==> src/rtl/display_pkg.sv <==
// ---------------------------------------------------------------------------
// display_pkg : shared constants for the 4-digit scanned 7-segment driver
// Rev 1.0 - initial release
// ---------------------------------------------------------------------------
`default_nettype none

package display_pkg;

  localparam logic [1:0] DIG_US = 2'd0;
  localparam logic [1:0] DIG_DS = 2'd1;
  localparam logic [1:0] DIG_UM = 2'd2;
  localparam logic [1:0] DIG_DM = 2'd3;

  localparam logic [3:0] AN_OFF  = 4'b1111;
  localparam logic [6:0] SEG_OFF = 7'b0000000;

  // Slot phase encoding
  localparam logic [0:0] APAGADO = 1'b0;
  localparam logic [0:0] MOSTRA  = 1'b1;

endpackage

`default_nettype wire

==> src/rtl/varredura_display_if.sv <==
// ---------------------------------------------------------------------------
// varredura_display_if : digit patterns / blink requests in, scanned display out
// Rev 1.0 - initial release
// ---------------------------------------------------------------------------
`default_nettype none

interface varredura_display_if;
  logic [6:0] SEG_DM;
  logic [6:0] SEG_UM;
  logic [6:0] SEG_DS;
  logic [6:0] SEG_US;
  logic       BLINK_MIN;
  logic       BLINK_SEG;
  logic [6:0] SEG;
  logic [3:0] AN;
  logic       DP;

  modport master (
    output SEG_DM, SEG_UM, SEG_DS, SEG_US, BLINK_MIN, BLINK_SEG,
    input  SEG, AN, DP
  );

  modport slave (
    input  SEG_DM, SEG_UM, SEG_DS, SEG_US, BLINK_MIN, BLINK_SEG,
    output SEG, AN, DP
  );
endinterface

`default_nettype wire

==> src/rtl/contador_mod.sv <==
// ---------------------------------------------------------------------------
// contador_mod : mod-N counter with enable and terminal-count output
// Rev 1.0 - initial release
// ---------------------------------------------------------------------------
`default_nettype none

module contador_mod #(
  parameter int N = 4,
  parameter int W = 2
) (
  input  wire logic         clk,
  input  wire logic         rst,
  input  wire logic         i_en,
  output logic [W-1:0]      o_cnt,
  output logic              o_tc
);

  logic [W-1:0] r_cnt;
  logic         w_last;

  assign w_last = (r_cnt == W'(N - 1));
  assign o_tc   = i_en && w_last;
  assign o_cnt  = r_cnt;

  always_ff @(posedge clk) begin
    if (rst) begin
      r_cnt <= '0;
    end else if (i_en) begin
      r_cnt <= w_last ? '0 : r_cnt + 1'b1;
    end
  end

endmodule

`default_nettype wire

==> src/rtl/varredura_display.sv <==
// ---------------------------------------------------------------------------
// varredura_display : time-multiplexed 4-digit 7-segment scanner with
// per-slot blanking and edit-mode field blinking
// Rev 1.0 - initial release
// ---------------------------------------------------------------------------
`default_nettype none

module varredura_display
  import display_pkg::*;
#(
  parameter int DIV       = 50000,
  parameter int BLANK     = 500,
  parameter int BLINK_DIV = 64
) (
  input  wire logic          CLK,
  input  wire logic          RST,
  varredura_display_if.slave bus
);

  localparam int PW = (DIV > 1)       ? $clog2(DIV)       : 1;
  localparam int FW = (BLINK_DIV > 1) ? $clog2(BLINK_DIV) : 1;

  logic [PW-1:0] w_p;
  logic [1:0]    w_idx;
  logic [FW-1:0] w_f;
  logic          w_tc_p;
  logic          w_tc_idx;
  logic          w_tc_f;
  logic          w_unused_f;

  contador_mod #(.N(DIV), .W(PW)) u_presc (
    .clk(CLK), .rst(RST), .i_en(1'b1), .o_cnt(w_p), .o_tc(w_tc_p)
  );

  contador_mod #(.N(4), .W(2)) u_digito (
    .clk(CLK), .rst(RST), .i_en(w_tc_p), .o_cnt(w_idx), .o_tc(w_tc_idx)
  );

  contador_mod #(.N(BLINK_DIV), .W(FW)) u_quadro (
    .clk(CLK), .rst(RST), .i_en(w_tc_idx), .o_cnt(w_f), .o_tc(w_tc_f)
  );

  assign w_unused_f = ^w_f;

  logic r_ph;

  always_ff @(posedge CLK) begin
    if (RST) begin
      r_ph <= 1'b0;
    end else if (w_tc_f) begin
      r_ph <= ~r_ph;
    end
  end

  logic [6:0] w_pat_sel;
  logic       w_blk_sel;

  always_comb begin
    w_pat_sel = bus.SEG_US;
    w_blk_sel = bus.BLINK_SEG;
    case (w_idx)
      DIG_US: begin w_pat_sel = bus.SEG_US; w_blk_sel = bus.BLINK_SEG; end
      DIG_DS: begin w_pat_sel = bus.SEG_DS; w_blk_sel = bus.BLINK_SEG; end
      DIG_UM: begin w_pat_sel = bus.SEG_UM; w_blk_sel = bus.BLINK_MIN; end
      DIG_DM: begin w_pat_sel = bus.SEG_DM; w_blk_sel = bus.BLINK_MIN; end
      default: begin w_pat_sel = bus.SEG_US; w_blk_sel = bus.BLINK_SEG; end
    endcase
  end

  logic       w_cap;
  logic [6:0] r_hold;
  logic       r_blk;

  assign w_cap = (w_p == '0);

  always_ff @(posedge CLK) begin
    if (RST) begin
      r_hold <= SEG_OFF;
      r_blk  <= 1'b0;
    end else if (w_cap) begin
      r_hold <= w_pat_sel;
      r_blk  <= w_blk_sel;
    end
  end

  // With BLANK=0 the slot is shown in the capture cycle itself, so the
  // freshly selected pattern bypasses the holding register there.
  logic [6:0] w_pat;
  logic       w_blk;

  assign w_pat = w_cap ? w_pat_sel : r_hold;
  assign w_blk = w_cap ? w_blk_sel : r_blk;

  logic w_apagado;

  generate
    if (BLANK > 0) begin : g_blank
      assign w_apagado = (w_p < PW'(BLANK));
    end else begin : g_no_blank
      assign w_apagado = 1'b0;
    end
  endgenerate

  logic [0:0] w_fase;

  assign w_fase = w_apagado ? APAGADO : MOSTRA;

  logic [3:0] r_an;
  logic [6:0] r_seg;
  logic       r_dp;

  always_ff @(posedge CLK) begin
    if (RST) begin
      r_an  <= AN_OFF;
      r_seg <= SEG_OFF;
      r_dp  <= 1'b0;
    end else begin
      case (w_fase)
        MOSTRA: begin
          r_an <= ~(4'b0001 << w_idx);
          if (r_ph && w_blk) begin
            r_seg <= SEG_OFF;
            r_dp  <= 1'b0;
          end else begin
            r_seg <= w_pat;
            r_dp  <= (w_idx == DIG_UM);
          end
        end
        default: begin
          r_an  <= AN_OFF;
          r_seg <= SEG_OFF;
          r_dp  <= 1'b0;
        end
      endcase
    end
  end

  assign bus.AN  = r_an;
  assign bus.SEG = r_seg;
  assign bus.DP  = r_dp;

endmodule

`default_nettype wire

==> src/flat_wrapper.sv <==
// flat-port wrapper written by rule: the top's interface ports become plain ports
module varredura_display_flat import display_pkg::*;
#(
  parameter int DIV       = 50000,
  parameter int BLANK     = 500,
  parameter int BLINK_DIV = 64
)
  (CLK, RST, bus_SEG_DM, bus_SEG_UM, bus_SEG_DS, bus_SEG_US, bus_BLINK_MIN, bus_BLINK_SEG, bus_SEG, bus_AN, bus_DP);
  varredura_display_if bus_i ();
  input  wire logic CLK;
  input  wire logic RST;
  input wire logic [$bits(bus_i.SEG_DM)-1:0] bus_SEG_DM;
  input wire logic [$bits(bus_i.SEG_UM)-1:0] bus_SEG_UM;
  input wire logic [$bits(bus_i.SEG_DS)-1:0] bus_SEG_DS;
  input wire logic [$bits(bus_i.SEG_US)-1:0] bus_SEG_US;
  input wire logic [$bits(bus_i.BLINK_MIN)-1:0] bus_BLINK_MIN;
  input wire logic [$bits(bus_i.BLINK_SEG)-1:0] bus_BLINK_SEG;
  output wire logic [$bits(bus_i.SEG)-1:0] bus_SEG;
  output wire logic [$bits(bus_i.AN)-1:0] bus_AN;
  output wire logic [$bits(bus_i.DP)-1:0] bus_DP;
  assign bus_i.SEG_DM = bus_SEG_DM;
  assign bus_i.SEG_UM = bus_SEG_UM;
  assign bus_i.SEG_DS = bus_SEG_DS;
  assign bus_i.SEG_US = bus_SEG_US;
  assign bus_i.BLINK_MIN = bus_BLINK_MIN;
  assign bus_i.BLINK_SEG = bus_BLINK_SEG;
  assign bus_SEG = bus_i.SEG;
  assign bus_AN = bus_i.AN;
  assign bus_DP = bus_i.DP;
  varredura_display #(.DIV(DIV), .BLANK(BLANK), .BLINK_DIV(BLINK_DIV)) u_core (.CLK(CLK), .RST(RST), .bus(bus_i));
endmodule
==> config.mk <==
export PLATFORM = sky130hd
export DESIGN_NAME = varredura_display_flat
export DESIGN_NICKNAME = d
export VERILOG_FILES = /design/src/rtl/display_pkg.sv /design/src/rtl/varredura_display_if.sv /design/src/rtl/contador_mod.sv /design/src/rtl/varredura_display.sv /design/src/flat_wrapper.sv
export SDC_FILE = /design/constraint.sdc
export NUM_CORES = 1
export LEC_CHECK = 0
export CAP_MARGIN = 25
export CORE_ASPECT_RATIO = 1.2
export CORE_UTILIZATION = 25
export DETAILED_ROUTE_END_ITERATION = 10
export GPL_TIMING_DRIVEN = 1
export PLACE_DENSITY = 0.51
export SETUP_SLACK_MARGIN = 0.3
export SYNTH_ARGS = -nofsm -noshare
export SYNTH_HDL_FRONTEND = slang
export SYNTH_SLANG_ARGS = --single-unit
==> constraint.sdc <==
create_clock -name CLK -period 2.5 [get_ports CLK]
set_input_delay 0.5 -clock CLK [delete_from_list [all_inputs] [get_ports CLK]]
set_output_delay 0.5 -clock CLK [all_outputs]
set_load 0.1 [all_outputs]
-- Yosys cells after proc, flatten, opt, wreduce, memory -nomap -nowiden
Index checks and enable logic that the tools add are counted.
W data, S select, Z words.
- magnitude comparators: 1
- mux-type cells: 6
- shift operators: 1
- $add $sub $neg: 3
- equality and inequality tests: 5
- bitwise logic cells: 2
- reductions and logical operators: 10
- operators by type and width (kind ; count):
    $pmux W7 S4 ; 1
    $add A16 B1 Y16 const B ; 1
    $eq A16 B16 Y1 const B ; 1
    $logic_not A16 Y1 ; 1
    $lt A16 B9 Y1 const B ; 1
    $reduce_or A2 Y1 ; 4
    $mux W7 ; 1
    $add A6 B1 Y6 const B ; 1
    $eq A6 B6 Y1 const B ; 1
    $mux W6 ; 1
    $eq A2 B2 Y1 const B ; 2
    $not A4 Y4 ; 1
    $shl A1 B2 Y4 const A ; 1
    $logic_and A1 B1 Y1 ; 3
    $reduce_or A3 Y1 ; 1
    $add A2 B1 Y2 const B ; 1
    $eq A2 B1 Y1 const B ; 1
    $logic_not A2 Y1 ; 1
    $mux W2 ; 1
    $pmux W1 S2 ; 1
    $mux W1 ; 1
    $not A1 Y1 ; 1
- word-level logic and storage cells: 37
- bits of input ports: 32
- register bits: 45
- output and inout bits: 12

-- Depth between registers and ports, before layout
Gate-level depths: netlist of the first run.
- depth after elaboration: 6
- mapped depth: 7
- depth with buffers taken out: 6

-- By module
From an unflattened synthesis of the first run, not the netlist that was laid out.
- cells, all modules: 230
- area, all modules: 2200.9 um^2
- by module, submodules not included (module ; area an instance (um^2) ; times used ; cells each ; sequential area each (um^2)):
    varredura_display ; 1093.5 ; 1 ; 111 ; 420.4
    contador_mod (u_core.u_presc) ; 758.2 ; 1 ; 84 ; 320.3
    contador_mod (u_core.u_quadro) ; 256.5 ; 1 ; 26 ; 120.1
    contador_mod (u_core.u_digito) ; 92.6 ; 1 ; 9 ; 40.0

-- Worst setup path after synthesis of the first run
Ideal clock, no wire load.
- path kind: flip-flop to flip-flop
- start: reg u_core.u_presc.r_cnt[0], in the netlist u_core.u_presc.o_cnt[0]
- end: reg u_core.u_quadro.r_cnt[4], in the netlist u_core.u_quadro.o_cnt[4]
- required time: 2377 ps
- path buffers: 1
- clock period less this slack: 1876 ps
- cell stages (with the launch flop): 7
- setup time: 123 ps
- data arrival time: 1752 ps
- path slack: 624 ps
- path through: dfxtp_1 ha_1 nand3_1 or2_1 clkbuf_1 nor4_1 mux2_1
- longest elaborated chain between the ends: 2
- RTL lines (element ; line ; RTL):
    start: declaration ; contador_mod.sv:18 ; logic [W-1:0] r_cnt;
    start signal: assignment ; contador_mod.sv:29 ; r_cnt <= w_last ? '0 : r_cnt + 1'b1;
    $eq A16 B16 Y1 ; contador_mod.sv:21 ; assign w_last = (r_cnt == W'(N - 1));
    $logic_and A1 B1 Y1 ; contador_mod.sv:22 ; assign o_tc = i_en && w_last;
    end signal: assignment ; contador_mod.sv:29 ;
    end: declaration ; contador_mod.sv:18 ;
No other way between the ends.
A chain may end at the register's enable or synchronous reset.

-- Worst setup path after layout of the first run
Ends and elaborated chain as after synthesis.

==> flow_metrics.py, run 1 <==
metrics = {
    "die": {
        "fp.coreArea_mm2": 0.00852,
        "die_h_um": 104,
        "ios": 44,
        "dieArea_mm2": 0.00911,
        "rows": 37,
        "die_x_um": 87.3,
        "initial_core_util_pct": 25.6,
    },
    "finish": {
        "drive_gt1_share_pct": 13.0,
        "layout_common_cells": "dfxtp_1, clkdlybuf4s50_1, nor2_1, nand2_1, buf_4",
        "diodes": 0,
        "layout_commonest_cell": "dfxtp_1",
        "seq_area_um2": 901,
        "multiInputGateArea_mm2": 0.00119,
        "nFillCells": 922,
        "fin_nets": 340,
        "area_growth_pct": 31.6,
    },
    "clock_tree": {
        "cts_tree": "done",
        "cts_max_path_buffers": 2,
        "clock_sinks": 45,
        "path_clk_slew_ns": 0.09,
        "insertion_delay_ns": 0.30,
        "cts_root_buf": "clkbuf_8",
        "cts-buffers-inserted": 5,
        "cts_max_level": 2,
        "post_cts.repair.setup_buffers": 0,
    },
    "setup_path": {
        "start_kind": "register",
        "r2r-end": "u_core.u_quadro.o_cnt[4]",
        "worst_path_largest_cell_delay_ns": 0.42,
        "reg2reg_depth": 5,
        "cpMaxStageDelayCell": "dfxtp_1",
        "worstPathRequired_ns": 2.69,
        "setup.worst_path.end_class": "register",
        "crit-reg2reg-launch": "u_core.u_presc.o_cnt[0]",
        "arrival_ns": 2.24,
        "path_class": "reg2reg",
        "crit_chain": "ha_1 -> nand3_1 -> or2_1 -> nor4_1 -> mux2_1",
        "crit_fanout": 8,
        "rrSetupSlack_ns": 0.45,
    },
    "timing": {
        "finClkSkew_ns": 0.00451,
        "finalCriticalPeriod_ns": 2.05,
        "setup_violations": 0,
        "report.final.slew_viol_count": 0,
        "slew_headroom_pct": 64.9,
        "max_freq_mhz": 488,
        "finalCritPeriodShare_pct": 82.0,
        "rsz0062_at_grt": "yes",
        "tightest_slew_ns": 0.522,
        "fin_setup_tns_ns": 0,
        "hold_viol": 0,
        "fin_hold_ws_ns": 0.498,
    },
    "min_path": {
        "worstHoldStart": "u_core.u_presc.o_cnt[0]",
        "worstHoldEndpoint": "u_core.u_presc.o_cnt[0]",
        "whs_path_depth": 1,
        "hold_class": "reg2reg",
    },
    "placed_design": {
        "io_buffer_count": 43,
        "post-dp-hpwl_um": 4250,
        "place.gp.congestion": 0.852,
    },
    "pwr": {
        "finalPower_mw": 1.53,
        "vdd_drop_max_mv": 0.198,
        "power_density_mw_per_mm2": 531,
        "p_leak_nw": 1.00,
    },
    "yosys": {
        "syn-cell-area_mm2": 0.00218,
        "syn_nets": 296,
        "synth_cell_type_count": 42,
        "seq_area_frac_synth_pct": 41.3,
        "synthCells": 256,
        "yosys_warnings": 0,
        "synth-seq-cells": 45,
        "syn-mean-instance-area_um2": 8.53,
    },
    "routing": {
        "drc": 0,
        "vias": 2013,
        "drt_iter0_markers": 138,
        "firstDrtPassIters": 4,
        "drt-total-wl_um": 5710,
        "wl_per_cell_um": 13.7,
        "routed_via_density": 4.82,
        "ant_nets": 0,
    },
    "global_routing": {
        "grt_pass1_wl_um": 9600,
        "grt_max_degree": 16,
        "grt_overflow": 0,
        "grtUsageMet1_pct": 14.6,
        "met3_usage_pct": 3.33,
        "grt_pass1_vias": 2101,
        "grt_util_all_layers_pct": 13.3,
        "use_met2_pct": 24.4,
        "top_usage_layer": "met2",
        "antenna_found_initial": 0,
    },
    "job": {
        "maxCapViolCount": 0,
    },
    "run_status": {
        "status": "complete, no violations",
    },
}
-- stage by stage --
step	utilization, %	setup slack [ns]	std cells	area [um2]
2_1_floorplan	-	0.624	256	2180
3_3_place_gp	32.0	0.456	410	2730
3_5_place_dp	32.0	0.414	410	2730
4_1_cts	33.7	0.400	418	2870
5_1_grt	33.7	0.296	418	2870
6_report	33.7	0.451	418	2870
-- how the worst max path moves through the flow --
stage                            start                       end  slack [ns]
3_3_place_gp   u_core.u_presc.o_cnt[7]         u_core.bus.SEG[1]        0.46
3_5_place_dp   u_core.u_presc.o_cnt[0]  u_core.u_quadro.o_cnt[2]        0.41
5_1_grt        u_core.u_presc.o_cnt[0]  u_core.u_quadro.o_cnt[4]        0.30
6_report       u_core.u_presc.o_cnt[0]  u_core.u_quadro.o_cnt[4]        0.45
2_1_floorplan  u_core.u_presc.o_cnt[0]  u_core.u_quadro.o_cnt[4]        0.62
4_1_cts        u_core.u_presc.o_cnt[0]  u_core.u_quadro.o_cnt[2]        0.40
-- where the power goes --
part | switching [mW] | leakage [nW] | total [mW] | internal [mW]
Combinational | 0.0521 | 0.568 | 0.119 | 0.0669
Clock | 0.264 | 0.0687 | 0.666 | 0.402
Sequential | 0.00881 | 0.365 | 0.742 | 0.733
Total | 0.324 | 1.00 | 1.53 | 1.20
-- worst max-delay path, delay by kind of cell, from the launching register on --
kind / cells / cell delay, ns
fa+ha+maj: 1 / 0.22
flops: 1 / 0.42
mux: 1 / 0.34
simple gates: 3 / 0.96
-- what timing repair did --
action,CTS,global route
hold endpoints to repair,0,0
setup endpoints to repair,0,1
hold buffers,0,0
resized for setup,0,1
-- layer usage --
layer	share of wire, %	up-vias
met5	0	-
met4	1.3	0
met3	5.1	7
met2	50	52
met1	43	915
li1	-	1039
-- flip-flops by register name, indices dropped and copies added (netlist names) --
register               count
u_core.u_presc.o_cnt      16
u_core.bus.AN              4
u_core.bus.DP              1
u_core.r_ph                1
u_core.r_hold              7
u_core.u_digito.o_cnt      2
u_core.u_quadro.o_cnt      6
u_core.bus.SEG             7
u_core.r_blk               1
-- Yosys cell counts, drive strengths merged --
master  instances  share of area [%]
xor2            2               0.80
nor3            7                1.8
buf             5                1.1
nand4b          1               0.40
a211oi          7                2.4
and2            1               0.29
and3            5                1.4
mux2            3                1.5
a21oi          18                4.1
a222oi          7                3.2
nor4b           1               0.40
or2             1               0.29
o41ai           1               0.40
or3             3               0.86
ha              8                4.6
a31oi           4                1.4
nand4          16                4.9
dfxtp          45                 41
nand2          20                3.4
clkbuf          8                1.4
a21o            1               0.34
a221oi          1               0.40
nor3b           1               0.57
a31o            2               0.80
nor2           22                3.9
o31ai           2               0.69
o21ai          18                4.1
xnor2           9                3.6
and4b           1               0.46
or4             2                1.0
nor4            7                2.0
nand3          11                2.5
inv            11                1.9
nor4bb          1               0.46
nor2b           4                1.1
-- cell type report --
cell class | instances | area share, %
clock inverters | 3 | 2.40
well taps | 117 | 5.10
flip-flops and latches | 45 | 31.4
inverters | 11 | 1.44
multi-input cells | 187 | 41.6
clock buffers | 5 | 2.40
repair buffers | 50 | 15.8
-- cells by family (layout without fill, tap and decap cells) --
family	Yosys count	after routing	share of synthesized area, %
flops	45	45	41.3
simple gates	104	104	25.9
buf+inv	24	69	4.36
fa+ha+maj	8	8	4.58
xor+xnor	11	11	4.41
compound gates	61	61	17.9
mux	3	3	1.55
Power figures use the tool's default switching activity.
==> run 2, diff against run 1 <==
==> constraint.sdc (replaced) <==
create_clock -name CLK -period 2 [get_ports CLK]
set_input_delay 0.4 -clock CLK [delete_from_list [all_inputs] [get_ports CLK]]
set_output_delay 0.4 -clock CLK [all_outputs]
set_load 0.1 [all_outputs]
==> run 2 against run 1 <==
  * Total power up 25%
  * Global-route usage about the same
  * Die area unchanged
  * Setup slack worse by 0.15 ns
  * Clock skew up 0.0053 ns
  * Fmax up 21%
  * Critical path depth down 1
  * Critical endpoint unchanged
==> flow_metrics.py, run 2 (same netlist as run 1, synthesis figures left out) <==
metrics = {
    "timing": {
        "fin_setup_tns_ns": 0,
        "tightest_slew_ns": 0.438,
        "report.final.slew_viol_count": 0,
        "fin_hold_ws_ns": 0.468,
        "hold_viol": 0,
        "finClkSkew_ns": 0.00984,
        "slew_headroom_pct": 70.7,
        "finalCritPeriodShare_pct": 85.0,
        "max_freq_mhz": 589,
        "rsz0062_at_grt": "yes",
        "finalCriticalPeriod_ns": 1.70,
        "setup_violations": 0,
    },
    "finish": {
        "diodes": 0,
        "finalInstanceArea_mm2": 0.00323,
        "layout_common_cells": "buf_4, clkdlybuf4s50_1, dfxtp_1, nor2_1, nand2_1",
        "largest_reg_flops": 16,
        "drive_gt1_share_pct": 29.7,
        "layout_commonest_cell": "buf_4",
        "nFillCells": 886,
        "area_growth_pct": 48.1,
        "post-route-util_pct": 38.0,
        "fin_nets": 359,
    },
    "clock_tree": {
        "clock_sinks": 45,
        "cts_root_buf": "clkbuf_8",
        "path_clk_slew_ns": 0.09,
        "cts_hold_buf": 0,
        "cts_max_level": 2,
        "cts-buffers-inserted": 5,
        "insertion_delay_ns": 0.30,
        "cts_max_path_buffers": 2,
        "cts_tree": "done",
    },
    "global_routing": {
        "antenna_found_initial": 0,
        "grt_max_degree": 16,
        "grt_util_all_layers_pct": 13.3,
        "grt_overflow": 0,
        "grt_pass1_wl_um": 9610,
        "grt_pass1_vias": 1986,
    },
    "setup_path": {
        "worstPathRequired_ns": 2.19,
        "setup.worst_path.end_class": "register",
        "crit_path_start": "u_core.u_presc.o_cnt[7]",
        "arrival_ns": 1.89,
        "start_kind": "register",
        "path_class": "reg2reg",
        "crit-reg2reg-launch": "u_core.u_presc.o_cnt[7]",
        "crit_fanout": 7,
    },
    "min_path": {
        "hold_class": "reg2reg",
        "worstHoldStart": "u_core.u_presc.o_cnt[0]",
    },
    "pwr": {
        "p_leak_nw": 1.12,
        "power_density_mw_per_mm2": 592,
        "finalPower_mw": 1.91,
        "vdd_drop_max_mv": 0.330,
    },
    "die": {
        "initial_core_util_pct": 25.6,
        "rows": 37,
        "dieArea_mm2": 0.00911,
        "fp.coreArea_mm2": 0.00852,
        "die_h_um": 104,
        "ios": 44,
        "die_x_um": 87.3,
    },
    "routing": {
        "ant_nets": 0,
        "drt-total-wl_um": 6140,
        "drt_iter0_markers": 114,
        "drc": 0,
        "vias": 2131,
        "routed_via_density": 4.88,
        "wl_per_cell_um": 14.1,
        "firstDrtPassIters": 4,
    },
    "placed_design": {
        "place.gp.congestion": 0.845,
        "placed_area_mm2": 0.00283,
        "io_buffer_count": 43,
        "post-dp-hpwl_um": 4350,
    },
    "run_status": {
        "status": "complete, no violations",
    },
    "job": {
        "maxCapViolCount": 0,
    },
}
[run 2: final timing paths]
path / endpoint / slack, ns / depth (start not counted)
setup / recovery: u_core.u_quadro.o_cnt[4] / 0.30 / 4
hold / removal: u_core.u_presc.o_cnt[0] / 0.47 / 1
setup reg to reg: u_core.u_quadro.o_cnt[4] / 0.30 / 4
hold reg to reg: u_core.u_presc.o_cnt[0] / 0.47 / 1
[run 2: layer usage]
layer  track usage [%]  routed length, um  vias to the layer above
met5                 0                  0                        -
met4              4.10                 77                        0
li1                  -                  -                     1073
met1              16.2               2630                      994
met3              2.62                339                        6
met2              23.2               3090                       58
[run 2: layout make-up]
cell class / count / area [um2] / area share [%]
clock buffer: 5 / 68.8 / 2.13
sequential: 45 / 936 / 28.9
tap: 117 / 146 / 4.53
inverter: 11 / 41.3 / 1.28
multi-input combinational: 187 / 1370 / 42.5
clock inverter: 3 / 65.1 / 2.01
timing repair buffer: 69 / 603 / 18.6
[run 2: power breakdown]
group / switching (mW) / internal [mW] / leakage [nW]
sequential: 0.0148 / 0.909 / 0.373
combinational: 0.0759 / 0.0962 / 0.674
clock: 0.321 / 0.497 / 0.0681
[run 2: through the flow]
step                      setup slack, ns  std cells
after floorplan                     0.307        256
after detailed placement           0.0899        420
final                               0.301        437
after CTS                           0.286        430
after global routing                0.221        437
after global placement             0.0579        420
[run 2: worst max-delay path, cell delays in order (launching register included)]
cell and delay, ns:
dfxtp_4 0.38, nor4_2 0.33, nand3_2 0.22, nor4_2 0.31, mux2_1 0.35
[run 2: timing repair]
item,4_1_cts,5_1_grt
endpoints found under the setup margin,34,38
pin swaps,5,14
buffers inserted,2,7
resized for setup,20,36
==> run 3, diff against run 2 <==
==> constraint.sdc (replaced) <==
create_clock -name CLK -period 1.7 [get_ports CLK]
set_input_delay 0.34 -clock CLK [delete_from_list [all_inputs] [get_ports CLK]]
set_output_delay 0.34 -clock CLK [all_outputs]
set_load 0.1 [all_outputs]
==> run 3 against run 2 <==
  * Combinational power is 54% higher
  * Largest power group unchanged
  * Register-to-register slack worse by 0.26 ns
  * Critical endpoint is now u_core.bus.SEG[6]
  * Setup slack worse by 0.26 ns
  * Critical path type unchanged
  * Critical path depth is 1 higher
  * Sequential share of layout area is 5.6 points lower
  * Non-clock buffer count is 37 higher
  * Via count is 9.7% higher
  * Hold slack better by 0.016 ns
==> flow_metrics.py, run 3 (same netlist as run 1, synthesis figures left out) <==
metrics = {
    "routing": {
        "firstDrtPassIters": 4,
        "ant_nets": 0,
        "routed_via_density": 4.93,
        "drc": 0,
        "vias": 2338,
        "drt_iter0_markers": 93,
        "drt-total-wl_um": 6810,
        "wl_per_cell_um": 14.4,
    },
    "global_routing": {
        "use_met2_pct": 28.1,
        "met3_usage_pct": 3.25,
        "top_usage_layer": "met2",
        "grt_util_all_layers_pct": 15.6,
        "grt_overflow": 0,
        "grt_pass1_vias": 2311,
        "grt_max_degree": 15,
        "grtUsageMet1_pct": 17.9,
        "antenna_found_initial": 0,
        "grt_pass1_wl_um": 11000,
    },
    "die": {
        "die_h_um": 104,
        "rows": 37,
        "die_x_um": 87.3,
        "fp.coreArea_mm2": 0.00852,
        "ios": 44,
        "dieArea_mm2": 0.00911,
        "initial_core_util_pct": 25.6,
    },
    "finish": {
        "diodes": 0,
        "largest_reg_flops": 16,
        "finalInstanceArea_mm2": 0.00401,
        "fin_nets": 396,
        "drive_gt1_share_pct": 45.9,
        "layout_commonest_cell": "buf_4",
        "area_growth_pct": 83.7,
        "layout_common_cells": "buf_4, clkdlybuf4s50_1, dfxtp_1, nand2_1, buf_12",
    },
    "timing": {
        "max_freq_mhz": 602,
        "finalCritPeriodShare_pct": 97.7,
        "report.final.slew_viol_count": 0,
        "hold_viol": 0,
        "finalCriticalPeriod_ns": 1.66,
        "worst_slack_ns": 0.0384,
        "fin_hold_ws_ns": 0.484,
        "rsz0062_at_grt": "yes",
        "fin_setup_tns_ns": 0,
        "setup_violations": 0,
        "finClkSkew_ns": 0.0101,
        "tightest_slew_ns": 0.463,
        "slew_headroom_pct": 69.2,
    },
    "placed_design": {
        "post-dp-hpwl_um": 4830,
        "placed_area_mm2": 0.00335,
        "io_buffer_count": 43,
        "place.gp.congestion": 0.808,
        "pre_cts_ws_ns": -0.0804,
    },
    "setup_path": {
        "start_kind": "register",
        "crit_family": "simple AND/OR/NAND/NOR gates",
        "worstPathRequired_ns": 1.93,
        "path_class": "reg2reg",
        "arrival_ns": 1.89,
        "crit_fanout": 8,
        "crit_chain": "or4_4 -> nor2_4 -> buf_4 -> a31oi_4 -> a211oi_2",
        "cp.buffers_inverters": 1,
        "worst_path_largest_cell_delay_ns": 0.55,
        "setup.worst_path.end_class": "register",
        "cpMaxStageDelayCell": "or4_4",
    },
    "clock_tree": {
        "cts_root_buf": "clkbuf_8",
        "cts_max_level": 2,
        "cts_tree": "done",
        "path_clk_slew_ns": 0.10,
        "cts_max_path_buffers": 2,
        "clock_sinks": 45,
        "insertion_delay_ns": 0.30,
        "cts-buffers-inserted": 5,
    },
    "run_status": {
        "status": "complete, no violations",
    },
    "pwr": {
        "p_leak_nw": 1.43,
        "vdd_drop_max_mv": 0.305,
        "power_density_mw_per_mm2": 541,
        "finalPower_mw": 2.17,
    },
    "min_path": {
        "hold_class": "reg2reg",
    },
    "job": {
        "maxCapViolCount": 0,
    },
}
## run 3: cell types whose count changed in the layout (fill, tap and decap cells not counted), sizes merged
| cell | change |
|---|---|
| clkinv | -1 |
| buf | +37 |
| clkbuf | +2 |
| clkinvlp | +1 |
| bufinv | -2 |
## run 3: final cells by class
| class | instances | area, um2 |
|---|---|---|
| Sequential cell | 45 | 937 |
| Clock inverter | 1 | 7.51 |
| Tap cell | 117 | 146 |
| Fill cell | 809 | 4510 |
| Multi-Input combinational cell | 187 | 1630 |
| Timing Repair Buffer | 106 | 1140 |
| Inverter | 11 | 41.3 |
| Clock buffer | 7 | 108 |
## run 3: tightest hold or removal path, delay by kind of cell, from the launching register on
kind	cells	cell delay, ns
DFF	1	0.34
AOI/OAI and AO/OA	2	0.11
## run 3: power by group
group,switching [mW],internal (mW),leakage (nW)
Clock,0.395,0.420,0.0556
Sequential,0.0186,1.07,0.374
Combinational,0.111,0.154,0.998
## run 3: timing repair
action	4_1_cts	5_1_grt
cloned	1	0
pin swaps	32	27
gates resized for setup	53	37
endpoints found under the setup margin	44	44
setup buffers	11	9
hold buffers	0	0
endpoints found under the hold margin	0	0
## run 3: metrics by stage
stage | instances | util [%]
after floorplan | 256 | -
after global placement | 445 | 39.3
after detailed placement | 445 | 39.3
after CTS | 465 | 44.5
after global routing | 474 | 47.1
final | 474 | 47.1
## run 3: worst paths after layout
| path | slack (ns) | end | cells after the start | from |
|---|---|---|---|---|
| hold reg to reg | 0.48 | u_core.u_quadro.o_cnt[5] | 2 | u_core.u_quadro.o_cnt[5] |
| setup / recovery | 0.04 | u_core.bus.SEG[6] | 5 | u_core.u_presc.o_cnt[5] |
| setup reg to reg | 0.04 | u_core.bus.SEG[6] | 5 | u_core.u_presc.o_cnt[5] |
| hold / removal | 0.48 | u_core.u_quadro.o_cnt[5] | 2 | u_core.u_quadro.o_cnt[5] |
## run 3: metal layers
layer  vias to the layer above  routed length [um]
met5                         -                   0
met4                         0                  89
met3                         5                 364
met2                        71                3620
met1                      1112                2740
li1                       1150                   -
